### src/rtl/hp35_display_capture.sv
// Captures HP-35 ARC display frames (START + NDIG digit strobes) into a shadow
// buffer and publishes each completed frame atomically to a readable visible buffer.
module hp35_display_capture #(
  parameter int NDIG        = 15,
  parameter int SYNC_STAGES = 2
) (
  input  logic       osc_in,
  input  logic       cdiv_rst,
  input  logic       phi2_in,
  input  logic [4:0] DD,
  input  logic       START,
  input  logic       clr,
  input  logic [3:0] rd_addr,
  output logic [4:0] rd_data,
  output logic       frame_valid,
  output logic       err_short,
  output logic [7:0] frame_cnt,
  output logic [1:0] dbg_state
);

  typedef enum logic [1:0] {
    IDLE   = 2'b00,
    FILL   = 2'b01,
    COMMIT = 2'b10
  } state_t;

  localparam logic [4:0] BLANK = 5'b11111;
  localparam int         IW    = (NDIG > 1) ? $clog2(NDIG) : 1;

  state_t          state, state_n;
  logic [IW-1:0]   idx, idx_n, wr_idx;
  logic            shadow_we, discard, set_err, commit;

  logic [SYNC_STAGES-1:0] phi2_sync, start_sync;
  logic [4:0]             dd_sync [SYNC_STAGES];
  logic                   phi2_prev;
  logic                   phi2_s, start_s, strobe;
  logic [4:0]             dd_s;

  logic                   pend_v, pend_start;
  logic [4:0]             pend_dd;
  logic                   eff_stb, eff_start;
  logic [4:0]             eff_dd;

  logic [4:0] shadow  [NDIG];
  logic [4:0] visible [NDIG];

  // phi2 is sampled as data; DD and START use the same depth so they stay aligned.
  // NOTE: sequential state uses non-blocking assignments so every flop sees pre-edge values.
  always_ff @(posedge osc_in or posedge cdiv_rst) begin
    if (cdiv_rst) begin
      phi2_sync  <= '0;
      start_sync <= '0;
      phi2_prev  <= 1'b0;
      for (int i = 0; i < SYNC_STAGES; i++) dd_sync[i] <= 5'd0;
    end else begin
      phi2_sync[0]  <= phi2_in;
      start_sync[0] <= START;
      dd_sync[0]    <= DD;
      for (int i = 1; i < SYNC_STAGES; i++) begin
        phi2_sync[i]  <= phi2_sync[i-1];
        start_sync[i] <= start_sync[i-1];
        dd_sync[i]    <= dd_sync[i-1];
      end
      phi2_prev <= phi2_sync[SYNC_STAGES-1];
    end
  end

  assign phi2_s  = phi2_sync[SYNC_STAGES-1];
  assign start_s = start_sync[SYNC_STAGES-1];
  assign dd_s    = dd_sync[SYNC_STAGES-1];
  assign strobe  = phi2_prev & ~phi2_s;

  // A strobe landing in COMMIT is replayed in the following (IDLE) cycle.
  always_ff @(posedge osc_in or posedge cdiv_rst) begin
    if (cdiv_rst) begin
      pend_v     <= 1'b0;
      pend_start <= 1'b0;
      pend_dd    <= 5'd0;
    end else begin
      pend_v     <= (state == COMMIT) && strobe;
      pend_start <= start_s;
      pend_dd    <= dd_s;
    end
  end

  assign eff_stb   = strobe | pend_v;
  assign eff_start = pend_v ? pend_start : start_s;
  assign eff_dd    = pend_v ? pend_dd : dd_s;

  always_ff @(posedge osc_in or posedge cdiv_rst) begin
    if (cdiv_rst) begin
      state <= IDLE;
      idx   <= '0;
    end else begin
      state <= state_n;
      idx   <= idx_n;
    end
  end

  // NOTE: every combinational output gets a default first so no path infers a latch.
  always_comb begin
    state_n   = state;
    idx_n     = idx;
    wr_idx    = idx;
    shadow_we = 1'b0;
    discard   = 1'b0;
    set_err   = 1'b0;
    unique case (state)
      IDLE: begin
        if (eff_stb && eff_start) begin
          shadow_we = 1'b1;
          wr_idx    = '0;
          idx_n     = IW'(1);
          state_n   = (NDIG == 1) ? COMMIT : FILL;
        end
      end
      FILL: begin
        if (eff_stb && eff_start) begin
          shadow_we = 1'b1;
          discard   = 1'b1;
          set_err   = 1'b1;
          wr_idx    = '0;
          idx_n     = IW'(1);
        end else if (eff_stb) begin
          shadow_we = 1'b1;
          if (idx == IW'(NDIG - 1)) begin
            idx_n   = '0;
            state_n = COMMIT;
          end else begin
            idx_n = idx + IW'(1);
          end
        end
      end
      COMMIT:  state_n = IDLE;
      default: state_n = IDLE;
    endcase
  end

  always_comb begin
    commit    = (state == COMMIT);
    dbg_state = state;
  end

  // NOTE: the digit buffers are reset because blank (5'b11111) is a visible, required value.
  always_ff @(posedge osc_in or posedge cdiv_rst) begin
    if (cdiv_rst) begin
      for (int i = 0; i < NDIG; i++) shadow[i] <= BLANK;
    end else if (shadow_we) begin
      if (discard) begin
        for (int i = 0; i < NDIG; i++) shadow[i] <= BLANK;
      end
      shadow[wr_idx] <= eff_dd;
    end
  end

  always_ff @(posedge osc_in or posedge cdiv_rst) begin
    if (cdiv_rst) begin
      for (int i = 0; i < NDIG; i++) visible[i] <= BLANK;
    end else if (commit) begin
      for (int i = 0; i < NDIG; i++) visible[i] <= shadow[i];
    end
  end

  // Reading old visible contents in the commit cycle gives the pre-update value.
  always_ff @(posedge osc_in or posedge cdiv_rst) begin
    if (cdiv_rst) begin
      rd_data <= BLANK;
    end else if (int'(rd_addr) >= NDIG) begin
      rd_data <= BLANK;
    end else begin
      rd_data <= visible[rd_addr];
    end
  end

  // Set events take priority over a coincident clr.
  always_ff @(posedge osc_in or posedge cdiv_rst) begin
    if (cdiv_rst) begin
      frame_valid <= 1'b0;
      err_short   <= 1'b0;
      frame_cnt   <= 8'd0;
    end else begin
      frame_valid <= commit  | (frame_valid & ~clr);
      err_short   <= set_err | (err_short & ~clr);
      if (commit) frame_cnt <= frame_cnt + 8'd1;
    end
  end

endmodule

### config.mk
export PLATFORM = sky130hd
export DESIGN_NAME = hp35_display_capture
export DESIGN_NICKNAME = d
export VERILOG_FILES = /design/src/rtl/hp35_display_capture.sv
export SDC_FILE = /design/constraint.sdc
export NUM_CORES = 1
export LEC_CHECK = 0
export CORE_MARGIN = 2
export CORE_UTILIZATION = 33
export CTS_CLUSTER_DIAMETER = 40
export DETAILED_ROUTE_END_ITERATION = 6
export PLACE_DENSITY = 0.47
export SLEW_MARGIN = 0
export SYNTH_ARGS = -nofsm -noshare
export SYNTH_HDL_FRONTEND = slang
export SYNTH_SLANG_ARGS = --single-unit
### constraint.sdc
create_clock -name osc_in -period 5.86 [get_ports osc_in]
set_input_delay 0.586 -clock osc_in [delete_from_list [all_inputs] [get_ports osc_in]]
set_output_delay 0.586 -clock osc_in [all_outputs]
set_load 0.01 [all_outputs]
==> results.yml, run 1 <==
timing:
  report.final.slew_viol_count: 0
  fin_crit_sh_pct: 44.5
  hold_violations: 0
  setup_tns_ps: 0
  fin_hold_ws_ps: 351
  max_slew_margin_pct: 21.5
  setup_violations: 0
  fin_ws_ps: 3250
  period_needed_ps: 2610
  clock.fmax_mhz: 384
  finClkSkew_ps: 11.2
  rsz0062_at_grt: "false"
  tightest_slew_ps: 1180
synth:
  synth_nets: 752
  synthArstFlopShare_pct: 100
  synthTopCellsByArea: "dfstp_2 (48%), dfrtp_1 (11%), nand2_1 (10%)"
  synth_cells: 735
  synth_top_cell_by_area: "dfstp_2"
  synth.distinct_cells: 56
  synth_ff_type: "dfstp_2"
  synth_common_cells: "nand2_1 (237), dfstp_2 (155), nor2_1 (50)"
  ys_warn_count: 0
  syn_area_sq_um: 8520
  ys_ff_latch: 193
  synth_edf_count: 0
  synth_most_common_cell: "nand2_1"
  yosysSeqAreaShare_pct: 59.0
  synth_top_area_share_pct: 47.8
  synth.avg_cell_area_sq_um: 11.6
power_and_ir_drop:
  power_leakage_nw: 3.93
  ir_drop_mv: 0.150
  powerDensity_nw_per_um2: 339
route:
  avgRoutedWirePerCell_um: 19.2
  routed_wl_um: 21000
  vias_per_cell: 5.04
  via_count: 5519
  drc: 0
  dr.pass1.iters: 4
  antenna_left: 0
  drt_iter0_drc: 419
die:
  dieArea_sq_um: 27100
  core.rowCount: 58
  dieHeight_um: 165
  dieWidth_um: 165
  coreArea_sq_um: 25300
  pin_count: 31
  initial_core_util_pct: 33.7
global_routing:
  grt_util_all_layers_pct: 16.8
  overflow: 0
  grt_pass1_vias: 5615
  grt_pass1_wl_um: 34300
  antenna_found_initial: 0
  grt_max_degree: 101
clock_network:
  cts_setup_buffers: 0
  cts_buffers: 17
  cts_sinks: 193
  cts_tree: "built"
  root_buffer: "clkbuf_16"
  ctsResizeCount: 0
  holdBufCountCts: 0
  clockBufferDepth: 2
  worstSkewPairLatency_ps: 430
  path_clk_slew_ps: 70
  h-tree-depth: 4
flow_run:
  cap_viol_max_count: 0
placed_design:
  numPlacedInstances: 1064
  dp_slack_ps: 3220
  port_buffers: 30
  gp_congestion: 0.750
  hpwl_um: 14500
worst_setup_path:
  crit_arrival_ps: 2960
  crit_type: "reg -> reg"
  crit_path_end_kind: "flop"
  start_kind: "flop"
  worst-path-max-fanout: 35
  crit_required_ps: 6210
cells_and_area:
  final_util_pct: 38.3
  areaGrowthSynthToFinish_pct: 13.4
  fin_cells: 1096
  nNetsFinal: 770
  n_antenna_cell: 0
  drive_gt1_share_pct: 33.6
hold_path:
  hp-class: "reg -> reg"
status:
  outcome: "completed"
[area by class of cell]
cell class / instances / area, sq um
fill: 2518 / 15600
sequential: 193 / 5020
multi-input combinational: 501 / 3290
clock buffer: 18 / 429
tap: 330 / 413
timing repair buffer: 35 / 338
clock inverter: 14 / 143
inverter: 5 / 23.8
[per-layer routing]
layer / track usage (%) / routed length [um] / vias up
li1: - / - / 2580
met1: 25.4 / 10600 / 2812
met2: 25.3 / 9570 / 120
met3: 3.04 / 734 / 7
met4: 3.20 / 102 / 0
met5: 0 / 0 / -
[critical path: stages (launching register included)]
cell and delay [ps]:
dfrtp_1 510, nand2b_1 690, a21oi_4 960, nor2_1 130
a22oi_2 230
[through the flow]
stage	power, W	instance area, sq um
floorplan	0.00203	8520
global placement	0.00216	9090
finish	0.00327	9660
CTS	0.00331	9660
global route	0.00344	9660
detailed placement	0.00217	9090
[flip-flops by register name, indices dropped and copies added, names as in the netlist]
signal       flops
pend_v           1
frame_valid      1
phi2_sync        2
idx              4
phi2_prev        1
dd_s             5
dbg_state        2
dd_sync          5
pend_dd          5
frame_cnt        8
pend_start       1
visible         75
shadow          75
rd_data          5
err_short        1
start_sync       2
[cells in the final DEF (no fill, tap or decap), drive strengths merged, types with 3 or more instances in the layout]
master / instances
clkbuf: 18
xnor2: 4
buf: 5
mux2: 10
ha: 3
clkinv: 7
a22oi: 35
or2: 3
a21oi: 6
nand2: 238
nand2b: 18
o41ai: 7
inv: 12
dfrtp: 38
nor4: 3
dfstp: 155
a2bb2oi: 16
o21ai: 5
o22a: 25
mux4: 15
nand3: 13
o221ai: 5
clkdlybuf4s50: 30
o22ai: 5
a31oi: 6
nor3: 5
or3: 6
nor2: 55
[report_power, final]
group | switching [W] | total [W] | internal [W]
Combinational | 0.000289 | 0.000464 | 0.000175
Sequential | 0.000129 | 0.00169 | 0.00156
Clock | 0.000552 | 0.00112 | 0.000567
Total | 0.000970 | 0.00327 | 0.00230
[cells by family (layout without fill, tap and decap cells)]
kind of cell	Yosys count	after routing	synth area share, %
xor gates and xnor gates	6	6	0.617
and+or+nand+nor	349	349	18.9
adders and majority gates	3	3	0.441
AOI/OAI and AO/OA	117	117	13.1
buffers and inverters	41	72	2.53
DFF	193	193	59.0
muxes	26	26	5.40
[final timing paths]
| check | startpoint | slack, ps | cells past startpoint | to |
|---|---|---|---|---|
| worst min register to register | dd_sync[6]$_DFF_PP0_ | 350 | 0 | dd_s[1]$_DFF_PP0_ |
| worst min-delay path | dd_sync[6]$_DFF_PP0_ | 350 | 0 | dd_s[1]$_DFF_PP0_ |
| worst max-delay path | dbg_state[1]$_DFFE_PP0P_ | 3250 | 4 | shadow[35]$_DFFE_PP1P_ |
| max in group asynchronous | cdiv_rst | 3890 | 3 | idx[3]$_DFFE_PP0P_ |
| min in group asynchronous | cdiv_rst | 740 | 2 | frame_cnt[2]$_DFFE_PP0P_ |
| worst max register to register | dbg_state[1]$_DFFE_PP0P_ | 3250 | 4 | shadow[35]$_DFFE_PP1P_ |
(Power assumes the default switching activity.)
==> run 2: changes to the inputs <==
==> constraint.sdc (replaced) <==
create_clock -name osc_in -period 2.2 [get_ports osc_in]
set_input_delay 0.22 -clock osc_in [delete_from_list [all_inputs] [get_ports osc_in]]
set_output_delay 0.22 -clock osc_in [all_outputs]
set_load 0.01 [all_outputs]
==> run 2 against run 1 <==
Sequential share of layout area is 0.87 points lower. Maximum frequency is 30% higher. Global-route usage is 0.46 points lower. Design area is 1.7% higher. Sequential power grew to 2.7 times the previous value. Sequential cell count stayed put. Via count is 0.78% higher. Utilization is 0.65 points higher. Wire length is 1.7% lower. Critical endpoint is now shadow[43]$_DFFE_PP1P_. Largest cell class unchanged.
==> results.yml, run 2 (synthesis gave the netlist of run 1 again) <==
status:
  outcome: "completed"
cells_and_area:
  final_util_pct: 38.9
  design_area_sq_um: 9820
  n_antenna_cell: 0
  nNetsFinal: 788
  final_cell_mix: "nand2_1 (237), dfstp_2 (155), nor2_1 (50)"
  reg.largest.list: "shadow x75, visible x75, frame_cnt x8"
  nFillCells: 2449
  areaGrowthSynthToFinish_pct: 15.3
  final_common_cell: "nand2_1"
  drive_gt1_share_pct: 34.8
route:
  routed_wl_um: 20700
  vias_per_cell: 4.99
  dr.pass1.iters: 5
  drt_iter0_drc: 357
  drc: 0
  via_count: 5562
  avgRoutedWirePerCell_um: 18.6
  antenna_left: 0
hold_path:
  min-delay-start: "START"
  hp-class: "in -> reg"
worst_setup_path:
  worst-path-max-fanout: 10
  crit_required_ps: 2530
  r2r_slack_ps: 200
  crit_arrival_ps: 2330
  crit_type: "reg -> reg"
  r2r-start: "pend_v$_DFF_PP0_"
  crit_start: "pend_v$_DFF_PP0_"
  reg2reg_to: "shadow[43]$_DFFE_PP1P_"
  crit_path_end_kind: "flop"
  start_kind: "flop"
  crit_path_end: "shadow[43]$_DFFE_PP1P_"
  rr_worst_depth: 4
power_and_ir_drop:
  seq_power_share_pct: 51.9
  powerDensity_nw_per_um2: 888
  power_frac_clock_pct: 33.0
  power_frac_comb_pct: 15.0
  ir_drop_mv: 0.400
  power_w: 0.00873
  p_switching_w: 0.00250
  power_leakage_nw: 4.02
  internal_power_w: 0.00623
  p_sw_share_pct: 28.7
placed_design:
  port_buffers: 30
  hpwl_um: 14500
  gp_congestion: 0.773
  placed_cell_area_sq_um: 9270
global_routing:
  overflow: 0
  grt_pass1_wl_um: 33300
  grt_pass1_vias: 5598
  grt_util_all_layers_pct: 16.4
  antenna_found_initial: 0
  grt_max_degree: 69
die:
  coreArea_sq_um: 25300
  dieWidth_um: 165
  dieHeight_um: 165
  initial_core_util_pct: 33.7
  dieArea_sq_um: 27100
  pin_count: 31
  core.rowCount: 58
timing:
  fin_hold_ws_ps: 220
  setup_violations: 0
  finClkSkew_ps: 15.8
  max_slew_margin_pct: 52.3
  clock.fmax_mhz: 500
  rsz0062_at_grt: "false"
  setup_tns_ps: 0
  tightest_slew_ps: 715
  fin_crit_sh_pct: 91.0
  report.final.slew_viol_count: 0
  period_needed_ps: 2000
  hold_violations: 0
clock_network:
  cts_setup_buffers: 0
  cts_sinks: 193
  ctsResizeCount: 0
  cts_buffers: 17
  cts_tree: "built"
  path_clk_slew_ps: 70
  root_buffer: "clkbuf_16"
  worstSkewPairLatency_ps: 430
  h-tree-depth: 4
  clockBufferDepth: 2
  holdBufCountCts: 0
flow_run:
  cap_viol_max_count: 0
## run 2: changes by cell type in the layout (fill, tap and decap cells not counted), moves of 4 or more
cell / change
clkinvlp_4: +4
buf_4: +14
inv_6: -4
buf_12: +4
## run 2: worst min-delay path by stage
stage / to / slack [ps] / depth (start not counted)
CTS: start_sync[0]$_DFF_PP0_ / 210 / 1
global placement: dd_s[3]$_DFF_PP0_ / 340 / 0
global route: dd_sync[6]$_DFF_PP0_ / 200 / 1
finish: start_sync[0]$_DFF_PP0_ / 220 / 1
detailed placement: dd_s[1]$_DFF_PP0_ / 340 / 0
floorplan: dd_sync[5]$_DFF_PP0_ / 250 / 0
## run 2: layout make-up
cell class	instances	area (sq um)	area share, %
flip-flops and latches	193	5020	51.1
clock inverters	10	76.3	0.777
multi-input cells	501	3290	33.5
repair buffers	53	523	5.32
inverters	5	22.5	0.229
well taps	330	413	4.20
clock buffers	22	475	4.84
## run 2: per-layer routing
metal | global-route usage [%] | share of wire (%) | up-vias
li1 | - | - | 2613
met1 | 24.1 | 50 | 2824
met2 | 24.6 | 45 | 109
met3 | 3.34 | 4.0 | 16
met4 | 4.07 | 0.97 | 0
met5 | 0 | 0 | -
## run 2: critical path, cell delays in order (launching register included)
cell and delay [ps]:
dfrtp_1 470, nand2b_1 230, a221o_1 600, nor2_4 430, a22oi_1 170
## run 2: power groups by stage
stage               sequential, W  combinational, W  clock, W
floorplan                 0.00436           0.00105         0
global placement          0.00457           0.00129         0
detailed placement        0.00457           0.00132         0
CTS                       0.00452           0.00133   0.00297
global route              0.00458           0.00145   0.00313
finish                    0.00453           0.00131   0.00288
## run 2: stage by stage
step	cells	setup slack, ps
floorplan	735	-384
global placement	1082	133
detailed placement	1082	138
CTS	1114	173
global route	1114	78.5
finish	1114	198
==> run 3: changes to the inputs <==
--- a/config.mk
+++ b/config.mk
@@ -5,11 +5,13 @@
 export SDC_FILE = /design/constraint.sdc
 export NUM_CORES = 1
 export LEC_CHECK = 0
+export CELL_PAD_IN_SITES_DETAIL_PLACEMENT = 0
+export CELL_PAD_IN_SITES_GLOBAL_PLACEMENT = 1
 export CORE_MARGIN = 2
 export CORE_UTILIZATION = 33
 export CTS_CLUSTER_DIAMETER = 40
 export DETAILED_ROUTE_END_ITERATION = 6
-export PLACE_DENSITY = 0.47
+export PLACE_DENSITY = 0.56
 export SLEW_MARGIN = 0
 export SYNTH_ARGS = -nofsm -noshare
 export SYNTH_HDL_FRONTEND = slang
==> run 3 against run 2 <==
Worst hold slack improved by 5.9 ps. Clock-buffer cell count shrank 1. Sequential cell count did not move. Die area unchanged. First-iteration DRC count shrank 1.1%. Sequential power about the same.
==> results.yml, run 3 (synthesis gave the netlist of run 1 again) <==
status:
  outcome: "completed"
timing:
  clock.fmax_mhz: 486
  hold_violations: 0
  setup_tns_ps: 0
  report.final.slew_viol_count: 0
  fin_crit_sh_pct: 93.5
  tightest_slew_ps: 656
  period_needed_ps: 2060
  rsz0062_at_grt: "false"
  max_slew_margin_pct: 56.2
  finClkSkew_ps: 10.2
  fin_hold_ws_ps: 226
  setup_violations: 0
power_and_ir_drop:
  internal_power_w: 0.00654
  power_frac_clock_pct: 35.5
  powerDensity_nw_per_um2: 906
  p_switching_w: 0.00255
  p_sw_share_pct: 28.1
  seq_power_share_pct: 49.5
  power_frac_comb_pct: 15.0
  power_leakage_nw: 4.13
  ir_drop_mv: 0.428
clock_network:
  cts_setup_buffers: 0
  cts_sinks: 193
  clockBufferDepth: 2
  root_buffer: "clkbuf_16"
  path_clk_slew_ps: 70
  cts_buffers: 17
  holdBufCountCts: 0
  h-tree-depth: 4
  ctsResizeCount: 0
  cts_tree: "built"
  worstSkewPairLatency_ps: 430
route:
  via_count: 5592
  drt_iter0_drc: 353
  routed_wl_um: 22100
  drc: 0
  avgRoutedWirePerCell_um: 19.6
  dr.pass1.iters: 5
  vias_per_cell: 4.98
  antenna_left: 0
hold_path:
  hp-class: "in -> reg"
worst_setup_path:
  path_delay_family: "compound AO/OA/AOI/OAI gates"
  crit_path_end_kind: "flop"
  crit_buf_inv: 1
  crit_type: "reg -> reg"
  start_kind: "flop"
  worst-path-max-fanout: 12
  crit_arrival_ps: 2380
  path_cells: "nand2b_1, a221o_1, buf_4, nor2_4, a22oi_1"
  crit_required_ps: 2530
  cp_slowest_cell: "dfrtp_1"
  cp_slowest_stage_delay_ps: 540
cells_and_area:
  nNetsFinal: 797
  fin_cells: 1123
  design_area_sq_um: 10000
  reg.largest.list: "shadow x75, visible x75, frame_cnt x8"
  final_cell_mix: "nand2_1 (237), dfstp_2 (155), nor2_1 (50)"
  final_common_cell: "nand2_1"
  final_util_pct: 39.7
  n_antenna_cell: 0
  areaGrowthSynthToFinish_pct: 17.8
  drive_gt1_share_pct: 35.8
flow_run:
  cap_viol_max_count: 0
die:
  coreArea_sq_um: 25300
  dieWidth_um: 165
  core.rowCount: 58
  dieArea_sq_um: 27100
  dieHeight_um: 165
  initial_core_util_pct: 33.7
  pin_count: 31
global_routing:
  overflow: 0
  grt_util_all_layers_pct: 17.5
  grt_pass1_wl_um: 35500
  grt_pass1_vias: 5861
  grt_max_degree: 66
  antenna_found_initial: 0
placed_design:
  numPlacedInstances: 1091
  port_buffers: 30
  gp_congestion: 0.800
  placed_cell_area_sq_um: 9420
  hpwl_um: 15800
run 3: area by class of cell:
cell class,instances,area [sq um]
Fill cell,2455,15200
Sequential cell,193,5020
Multi-Input combinational cell,501,3290
Timing Repair Buffer,62,666
Clock buffer,21,482
Tap cell,330,413
Clock inverter,11,139
Inverter,5,22.5
run 3: per-stage QoR:
stage | power, W | setup slack [ps]
after floorplan | 0.00541 | -384
after global placement | 0.00589 | 198
after detailed placement | 0.00593 | 143
after CTS | 0.00920 | 130
after global routing | 0.00953 | 25.3
final | 0.00909 | 144
run 3: path summary, 6_finish.rpt:
check,from,end,slack [ps],depth (start not counted)
min in group asynchronous,cdiv_rst,shadow[24]$_DFFE_PP1P_,580,2
hold / removal,DD[2],dd_sync[7]$_DFF_PP0_,230,1
max in group asynchronous,cdiv_rst,visible[36]$_DFFE_PP1P_,1250,3
hold reg to reg,dd_sync[9]$_DFF_PP0_,dd_s[4]$_DFF_PP0_,350,0
setup / recovery,pend_v$_DFF_PP0_,shadow[55]$_DFFE_PP1P_,140,5
setup reg to reg,pend_v$_DFF_PP0_,shadow[55]$_DFFE_PP1P_,140,5
run 3: worst register-to-register path, stage by stage (launching register included):
cell	delay, ps
dfrtp_1	540
nand2b_1	280
a221o_1	440
buf_4	230
nor2_4	310
a22oi_1	160
run 3: power groups by stage:
stage	clock network, W	registers, W	logic, W
6_report	0.00323	0.00450	0.00136
5_1_grt	0.00348	0.00456	0.00150
4_1_cts	0.00332	0.00450	0.00138
3_5_place_dp	0	0.00455	0.00138
3_3_place_gp	0	0.00456	0.00134
2_1_floorplan	0	0.00436	0.00105
run 3: per-layer routing:
layer  up-vias  global-route usage [%]  share of wire (%)
li1       2629                       -                  -
met1      2841                    26.4                 50
met2       114                    26.3                 46
met3         8                    2.76                3.1
met4         0                    3.91               0.78
met5         -                       0                  0
